## config.mk

```make
export PLATFORM = sky130hd
export DESIGN_NAME = serial_word_receiver
export DESIGN_NICKNAME = d
export VERILOG_FILES = /design/src/rtl/serial_word_receiver_pkg.sv /design/src/rtl/serial_word_receiver_collector.sv /design/src/rtl/serial_word_receiver.sv
export SDC_FILE = /design/constraint.sdc
export NUM_CORES = 1
export LEC_CHECK = 0
export CORE_MARGIN = 2
export CORE_UTILIZATION = 35
export CTS_CLUSTER_SIZE = 14
export DETAILED_ROUTE_END_ITERATION = 16
export GPL_TIMING_DRIVEN = 0
export SYNTH_ARGS = -nofsm -noshare
export SYNTH_HDL_FRONTEND = slang
export SYNTH_SLANG_ARGS = --single-unit
export TNS_END_PERCENT = 1
```

## constraint.sdc

```tcl
create_clock -name clk -period 3.7 [get_ports clk]
set_input_delay 0.74 -clock clk [delete_from_list [all_inputs] [get_ports clk]]
set_output_delay 0.74 -clock clk [all_outputs]
set_load 0.03 [all_outputs]
```

## src/rtl/serial_word_receiver_pkg.sv

```systemverilog
// Shared definitions for the serial word link: default sizes and FSM state encoding.
package serial_word_receiver_pkg;

    localparam int unsigned DEF_WIDTH     = 32;
    localparam int unsigned DEF_SEL_WIDTH = 6;

    typedef enum logic [1:0] {
        S_IDLE  = 2'd0,
        S_SHIFT = 2'd1,
        S_HOLD  = 2'd2
    } state_e;

endpackage

```

## src/rtl/serial_word_receiver_collector.sv

```systemverilog
// Shift register, direction mux and bit counter for one serial word.
// done_o flags the cycle in which the final bit of a word is being shifted in.
module serial_shift_collector
    import serial_word_receiver_pkg::*;
#(
    parameter int unsigned WIDTH = DEF_WIDTH
) (
    input  logic             clk,
    input  logic             reset,
    input  logic             clear_i,
    input  logic             enable_i,
    input  logic             dir_i,
    input  logic             serial_i,
    output logic [WIDTH-1:0] shift_o,
    output logic [WIDTH-1:0] next_o,
    output logic             done_o
);

    localparam int unsigned CW = $clog2(WIDTH);

    logic [WIDTH-1:0] shift_q;
    logic [CW-1:0]    count_q;

    // Next shift value for the latched direction and completion detect.
    always_comb begin
        next_o = shift_q;
        if (dir_i) begin
            next_o = {shift_q[WIDTH-2:0], serial_i};
        end else begin
            next_o = {serial_i, shift_q[WIDTH-1:1]};
        end
        done_o = enable_i && (count_q == CW'(WIDTH - 1));
    end

    // Shift register and bit counter; counter wraps to zero on the last bit.
    always_ff @(posedge clk or negedge reset) begin
        if (!reset) begin
            shift_q <= {WIDTH{1'b0}};
            count_q <= {CW{1'b0}};
        end else if (clear_i) begin
            shift_q <= {WIDTH{1'b0}};
            count_q <= {CW{1'b0}};
        end else if (enable_i) begin
            shift_q <= next_o;
            count_q <= done_o ? {CW{1'b0}} : (count_q + CW'(1));
        end
    end

    assign shift_o = shift_q;

endmodule

```

## src/rtl/serial_word_receiver.sv

```systemverilog
// Serial word receiver: control FSM, one-word output slot with valid/ready,
// and overrun reporting around the shift collector.
module serial_word_receiver
    import serial_word_receiver_pkg::*;
#(
    parameter int unsigned WIDTH     = DEF_WIDTH,
    parameter int unsigned SEL_WIDTH = DEF_SEL_WIDTH
) (
    input  logic                 clk,
    input  logic                 reset,
    input  logic                 start,
    input  logic [SEL_WIDTH-1:0] sel_in,
    input  logic                 msb_first,
    input  logic                 abort,
    input  logic                 bit_valid,
    input  logic                 serial_in,
    input  logic                 out_ready,
    output logic [WIDTH-1:0]     data_out,
    output logic [SEL_WIDTH-1:0] sel_out,
    output logic                 out_valid,
    output logic                 busy,
    output logic                 overrun
);

    state_e               state_q, state_d;
    logic [SEL_WIDTH-1:0] tag_q, tag_d;
    logic                 dir_q, dir_d;
    logic [WIDTH-1:0]     data_q, data_d;
    logic [SEL_WIDTH-1:0] sel_q, sel_d;
    logic                 valid_q, valid_d;
    logic                 overrun_q, overrun_d;

    logic                 clear_s;
    logic                 enable_s;
    logic                 done_s;
    logic                 slot_free_s;
    logic [WIDTH-1:0]     shift_s;
    logic [WIDTH-1:0]     next_s;

    serial_shift_collector #(.WIDTH(WIDTH)) u_collector (
        .clk      (clk),
        .reset    (reset),
        .clear_i  (clear_s),
        .enable_i (enable_s),
        .dir_i    (dir_q),
        .serial_i (serial_in),
        .shift_o  (shift_s),
        .next_o   (next_s),
        .done_o   (done_s)
    );

    // The slot can take a new word if it is empty or drains on this edge.
    assign slot_free_s = !valid_q || out_ready;

    // Next-state, slot loading and overrun decode.
    always_comb begin
        state_d   = state_q;
        tag_d     = tag_q;
        dir_d     = dir_q;
        data_d    = data_q;
        sel_d     = sel_q;
        valid_d   = valid_q && !out_ready;
        overrun_d = 1'b0;
        clear_s   = 1'b0;
        enable_s  = 1'b0;
        case (state_q)
            S_IDLE: begin
                if (start && !abort) begin
                    state_d = S_SHIFT;
                    clear_s = 1'b1;
                    tag_d   = sel_in;
                    dir_d   = msb_first;
                end else begin
                    state_d = S_IDLE;
                end
            end
            S_SHIFT: begin
                if (abort) begin
                    state_d = S_IDLE;
                    clear_s = 1'b1;
                end else begin
                    overrun_d = start;
                    enable_s  = bit_valid;
                    if (done_s && slot_free_s) begin
                        data_d  = next_s;
                        sel_d   = tag_q;
                        valid_d = 1'b1;
                        state_d = S_IDLE;
                    end else if (done_s) begin
                        state_d = S_HOLD;
                    end else begin
                        state_d = S_SHIFT;
                    end
                end
            end
            S_HOLD: begin
                if (abort) begin
                    state_d = S_IDLE;
                    clear_s = 1'b1;
                end else begin
                    overrun_d = start;
                    if (slot_free_s) begin
                        data_d  = shift_s;
                        sel_d   = tag_q;
                        valid_d = 1'b1;
                        state_d = S_IDLE;
                    end else begin
                        state_d = S_HOLD;
                    end
                end
            end
            default: begin
                state_d = S_IDLE;
                clear_s = 1'b1;
            end
        endcase
    end

    // State, latched request fields, output slot and overrun pulse registers.
    always_ff @(posedge clk or negedge reset) begin
        if (!reset) begin
            state_q   <= S_IDLE;
            tag_q     <= {SEL_WIDTH{1'b0}};
            dir_q     <= 1'b0;
            data_q    <= {WIDTH{1'b0}};
            sel_q     <= {SEL_WIDTH{1'b0}};
            valid_q   <= 1'b0;
            overrun_q <= 1'b0;
        end else begin
            state_q   <= state_d;
            tag_q     <= tag_d;
            dir_q     <= dir_d;
            data_q    <= data_d;
            sel_q     <= sel_d;
            valid_q   <= valid_d;
            overrun_q <= overrun_d;
        end
    end

    assign data_out  = data_q;
    assign sel_out   = sel_q;
    assign out_valid = valid_q;
    assign overrun   = overrun_q;
    assign busy      = (state_q != S_IDLE);

endmodule

```

Yosys cells after proc, flatten, opt, wreduce, memory -nomap -nowiden
Index checks and enable logic that the tools add are counted.
{"block": "totals", "output_inout_bits": 41, "inputBits": 14, "wordCells": 67, "regBits": 86}
{"block": "classes", "mux": 35, "eq_ne": 7, "reduce_logical": 15, "add_sub_neg": 1}
{"op": "32-bit two-way mux", "n": 7}
{"op": "32-bit one-hot mux with 2 select lines", "n": 1}
{"op": "6-bit two-way mux", "n": 4}
{"op": "5-bit two-way mux", "n": 3}
{"op": "6-bit one-hot mux with 2 select lines", "n": 1}
{"op": "1-bit two-way mux", "n": 11}
{"op": "2-bit two-way mux", "n": 5}
{"op": "2-bit != test, second input constant", "n": 4}
{"op": "2-bit one-hot mux with 3 select lines", "n": 1}
{"op": "2-bit nonzero test", "n": 3}
{"op": "5-bit by 1-bit adder with 5-bit output, second input constant", "n": 1}
{"op": "5-bit == test, second input constant", "n": 1}
{"op": "5-bit AND reduction", "n": 1}
{"op": "1-bit logical AND", "n": 4}
{"op": "1-bit one-hot mux with 2 select lines", "n": 2}
{"op": "1-bit zero test", "n": 3}
{"op": "2-bit by 1-bit == test with 1-bit output, second input constant", "n": 1}
{"op": "2-bit == test, second input constant", "n": 1}
{"op": "2-bit zero test", "n": 1}
{"op": "2-bit AND reduction", "n": 1}
{"op": "2-bit OR reduction", "n": 1}
{"op": "1-bit logical OR", "n": 1}

Depth between registers and ports, before layout
Gate-level depths: netlist of the first run.
{"block": "logic_depth", "depth_word": 7, "depth_mapped": 9, "ltp_nobuf": 6}

Modules after synthesis
From an unflattened synthesis of the first run, not the netlist that was laid out.
{"block": "hier_totals", "hier_cells": 361, "area_unflattened_um2": 4334.2}
{"module": "serial_word_receiver", "area_per_inst_um2": 2414.8, "instances": 1, "cells_per_inst": 159, "seq_area_each_um2": 1226.2}
{"module": "serial_shift_collector", "area_per_inst_um2": 1919.3, "instances": 1, "cells_per_inst": 202, "seq_area_each_um2": 925.9}

Worst setup path after synthesis of the first run
No wires, ideal clock.
{"block": "synth_timing", "kind": "register to register", "startpoint": "register u_collector.count_q[0]", "endpoint": "register data_q[10] (netlist: data_out[10])", "setup_time_ps": 127, "period_less_slack_ps": 2017, "path_slack_ps": 1683, "required_ps": 3573, "t_arrival_ps": 1890, "path_stages_with_launch": 10, "n_path_buf": 3, "cell_sequence": "dfrtp_1 > ha_1 > and3_1 > ha_1 > buf_2 > nand3_1 > a211oi_2 > buf_6 > buf_6 > mux2_1"}
{"block": "synth_via", "elab_chain_len": 5}
{"element": "start: declaration", "line_no": "serial_word_receiver_collector.sv:22", "rtl": "logic [CW-1:0] count_q;"}
{"element": "start signal: assignment", "line_no": "serial_word_receiver_collector.sv:39", "rtl": "count_q <= {CW{1'b0}};"}
{"element": "start signal: assignment", "line_no": "serial_word_receiver_collector.sv:42", "rtl": "count_q <= {CW{1'b0}};"}
{"element": "start signal: assignment", "line_no": "serial_word_receiver_collector.sv:45", "rtl": "count_q <= done_o ? {CW{1'b0}} : (count_q + CW'(1));"}
{"element": "5-bit == test", "line_no": "serial_word_receiver_collector.sv:32", "rtl": "done_o = enable_i && (count_q == CW'(WIDTH - 1));"}
{"element": "1-bit logical AND", "line_no": "serial_word_receiver_collector.sv:32"}
{"element": "1-bit logical AND", "line_no": "serial_word_receiver.sv:84", "rtl": "if (done_s && slot_free_s) begin"}
{"element": "2-bit != test (no source line)"}
{"element": "5-bit AND reduction (no source line)"}
{"element": "end signal: assignment", "line_no": "serial_word_receiver.sv:125", "rtl": "data_q <= {WIDTH{1'b0}};"}
{"element": "end signal: assignment", "line_no": "serial_word_receiver.sv:133", "rtl": "data_q <= data_d;"}
{"element": "end: declaration", "line_no": "serial_word_receiver.sv:28", "rtl": "logic [WIDTH-1:0] data_q, data_d;"}
Every way passes these cells.
A chain may end at the register's enable or synchronous reset.

Worst setup path in the final report of the first run
{"block": "layout_timing", "startpoint": "register state_q[0]", "endpoint": "output port busy"}
{"block": "layout_via", "elab_chain_len": 1}
{"element": "start: declaration", "line_no": "serial_word_receiver.sv:25", "rtl": "state_e state_q, state_d;"}
{"element": "start signal: assignment", "line_no": "serial_word_receiver.sv:130", "rtl": "state_q <= state_d;"}
{"element": "2-bit nonzero test", "line_no": "serial_word_receiver.sv:144", "rtl": "assign busy = (state_q != S_IDLE);"}
{"element": "end: declaration", "line_no": "serial_word_receiver.sv:21", "rtl": "output logic busy,"}
Every way passes these cells.

==> results by group, run 1 <==
Yosys
  – Seq/Total Area, Yosys: 52.6%
  – Post-synth EDFFs: 0
  – Top-count cell post-synth: dfrtp_1
  – Synthesis Warnings: 0
  – Syn Area/Cell: 11.1 µm²
  – Share of the synthesized area in the top cell type: 52.6%
  – Synth area leaders: dfrtp_1 53%, mux2i_1 7.8%, mux2_2 6.9%, a211oi_1 5.9%, mux2_1 5.5%
  – Post-synth top cells: 86 x dfrtp_1, 41 x nand2_1, 35 x nor2_1
  – Post-synth top area cell: dfrtp_1
  – Distinct cells, synth: 28
  – #FFs+latches synth: 86
  – Syn Inst Count: about 370
  – Async SR Flop Fraction: between 90% and 100%
  – Area of the mapped netlist: roughly 4000 µm²
  – Most used DFF post-synth: dfrtp_1
  – Syn nets: between 300 and 400

Clock tree
  – Worst skew pair latency: roughly 0.34 ns
  – CTS Hold Bufs: 0
  – CTS sink cnt: between 80 and 90
  – Postcts setup bufs: 0
  – Cts repair resizes: 0
  – H-tree level count: 3
  – Maximum clock path buffer count: 2
  – Root Buffer: clkbuf_16
  – CTS buffer count: 9
  – CTS clk-pin slew, worst paths: 0.06 ns
  – CTS tree: yes

Global route
  – Vias in the first global route: 3024
  – Gr ovfl total: 0
  – Initial antenna violation count: 0
  – First-pass GRT wire length: 14900 µm
  – Largest net degree at the start of global routing: 50
  – Tot GR Track Use: between 10 and 15%

Power
  – Int Pwr: 1.71 mW
  – Reg power frac: 46.0%
  – Clock power share: 39.5%
  – Worst VDD drop: 0.273 mV
  – Switching Share: 27.0%
  – Power per cell area: 455 nW/µm²
  – Sw power: about 630 µW
  – Combinational power share: 14.5%
  – Leakage: 2.30 nW
  – Total Power: 2.34 mW

Critical path
  – FF-to-FF setup slack: 1.44 ns
  – CP max FO: 3
  – CP delay by family, top: buffers and inverters
  – Worst EP required: 2.96 ns
  – Crit-path slowest cell: clkdlybuf4s50_1
  – CP cell instances: inv_1 > ha_1 > inv_1 > clkdlybuf4s50_1
  – RR Endpoint: data_out[13]
  – Worst Setup SP: state_q[0]
  – R2R depth: 9
  – CP max stage delay: roughly 0.66 ns
  – Most frequent cell on the critical path: inv_1
  – CP Depth: 4
  – Critical Path End Type: primary output
  – CP arrival: approximately 1.7 ns
  – Crit Path Class: reg2out
  – Startpoint Class: flop
  – WP buf/inv: 3
  – Crit path to: busy
  – Crit Reg-Reg Startpoint: u_collector.count_q[0]

Place
  – Setup WS pre-CTS: 1.07 ns
  – Post-DP HPWL: slightly below 6000 µm
  – Port buffer count: 54
  – GPL Wtd Cong: 0.784

Final layout
  – Filler cells: 1128
  – Nets: ~450
  – Ant. Diodes: 0
  – Layout cells sized above 1: 14.6%
  – Share of the core filled with cells: 45.0%
  – Layout area overhead: 25.8%

Timing
  – Slew margin rel.: 65.1%
  – Final Max Tran Viols: 0
  – Worst Tran Pin Value: 0.524 ns
  – Final hold viol count: 0
  – Tmin final: between 2 and 2.5 ns
  – RSZ-0062 raised after global routing: false
  – Post-Route Skew: 0.00863 ns
  – Fin Setup TNS: 0 ns
  – F_max: a little over 400 MHz
  – Final worst path period share: 67.1%
  – Fin worst setup slack: 1.22 ns
  – Setup violators final: 0

Floorplanning
  – Die W: 112 µm
  – Die height: 112 µm
  – Initial cell density of the core: 35.8%
  – Die ar.: roughly 13000 µm²
  – Placement Rows: 39
  – Boundary Pins: 55
  – Core Region: 11400 µm²

Hold path
  – Worst hold path type: in2async

Routing
  – Post-route antenna net violation count: 0
  – Routed WL per cell: around 15 µm
  – Number of remaining DRC errors: 0
  – Vias: 2939
  – Detailed Route WL: 8580 µm
  – Iter 0 DRT Violations: 119
  – Via density: 5.05
  – Pre-antenna DRT Iters: 5

Status
  – Status: completed

Flow run
  – Max-capacitance violation count: 0
-- state kept, by name, indices dropped and copies added, names as in the netlist --
register	flops
data_out	32
u_collector.shift_o	32
sel_out	6
tag_q	6
u_collector.count_q	5
state_q	2
dir_q	1
out_valid	1
overrun	1
-- worst min path at each step --
stage              endpoint  slack [ns]  cells past startpoint
2_1_floorplan   data_out[0]        0.44                      0
3_3_place_gp     sel_out[5]        0.47                      1
3_5_place_dp   data_out[25]        0.48                      1
4_1_cts             overrun        0.39                      1
5_1_grt             overrun        0.41                      1
6_report         sel_out[1]        0.38                      1
-- power by group through the flow --
stage	clock network (mW)	logic [mW]	registers, mW
after floorplan	0	0.242	1.08
after global placement	0	0.332	1.09
after detailed placement	0	0.343	1.09
after CTS	0.944	0.345	1.08
after global routing	0.991	0.383	1.09
final	0.923	0.339	1.08
-- cell type report --
cell class              count  area, µm²  area share [%]
flip-flops and latches     86       2150            41.8
multi-input cells         251       1770            34.4
repair buffers             55        566            11.0
clock buffers              10        239            4.65
well taps                 143        179            3.48
plain buffers              27        153            2.97
clock inverters             6       70.1            1.36
inverters                   4       15.0           0.292
-- per-stage QoR --
step | cell area [µm²] | hold slack, ns | instances
after floorplan | 4090 | 0.444 | 368
after global placement | 4810 | 0.470 | 565
after detailed placement | 4830 | 0.480 | 566
after CTS | 5140 | 0.394 | 582
after global routing | 5140 | 0.413 | 582
final | 5140 | 0.380 | 582
-- per-layer routing --
metal  vias to the layer above  GRT usage, %  share of wire [%]
met5                         -             0                  0
met3                        11          2.21                3.3
met2                        57          22.0                 45
li1                       1440             -                  -
met4                         0          4.88                1.4
met1                      1431          20.9                 50
-- cells by family (layout without fill, tap and decap cells) --
group | count (synthesis) | after routing | synth area share (%)
compound gates | 75 | 75 | 11.5
flops | 86 | 86 | 52.6
mux | 77 | 77 | 20.2
buf+inv | 31 | 102 | 4.10
simple gates | 93 | 93 | 9.76
fa+ha+maj | 6 | 6 | 1.84
-- cells in the final DEF (no fill, tap or decap), types with 4 or more instances in the layout --
master,n
o21ai_0,32
nor2_1,35
nand2_1,41
buf_6,4
nand3_1,4
clkbuf_16,9
a21oi_1,7
mux2i_1,32
clkbuf_1,8
mux2_1,20
mux2_2,25
clkdlybuf4s50_1,53
a211oi_1,32
inv_1,4
buf_2,14
dfrtp_1,86
ha_1,6
Note: power is estimated with default switching activity, not from simulation.
==> run 2, diff against run 1 <==
clock period = 2.55 ns   (was 3.7 ns; I/O delays follow)
==> results of run 2 <==
The final DEF is identical to that of run 1. Status: completed.
Among the figures that moved: setup slack after placement 1.07 ns -> 0.154 ns; setup slack after layout 1.22 ns -> 0.288 ns; hold slack 0.380 ns -> 0.150 ns; start point of the critical path state_q[0] -> u_collector.count_q[0]; end point of the critical path busy -> data_out[13]; register-to-register setup slack 1.44 ns -> 0.29 ns; total power 2.34 mW -> 3.40 mW; worst IR drop on VDD 0.273 mV -> 0.396 mV
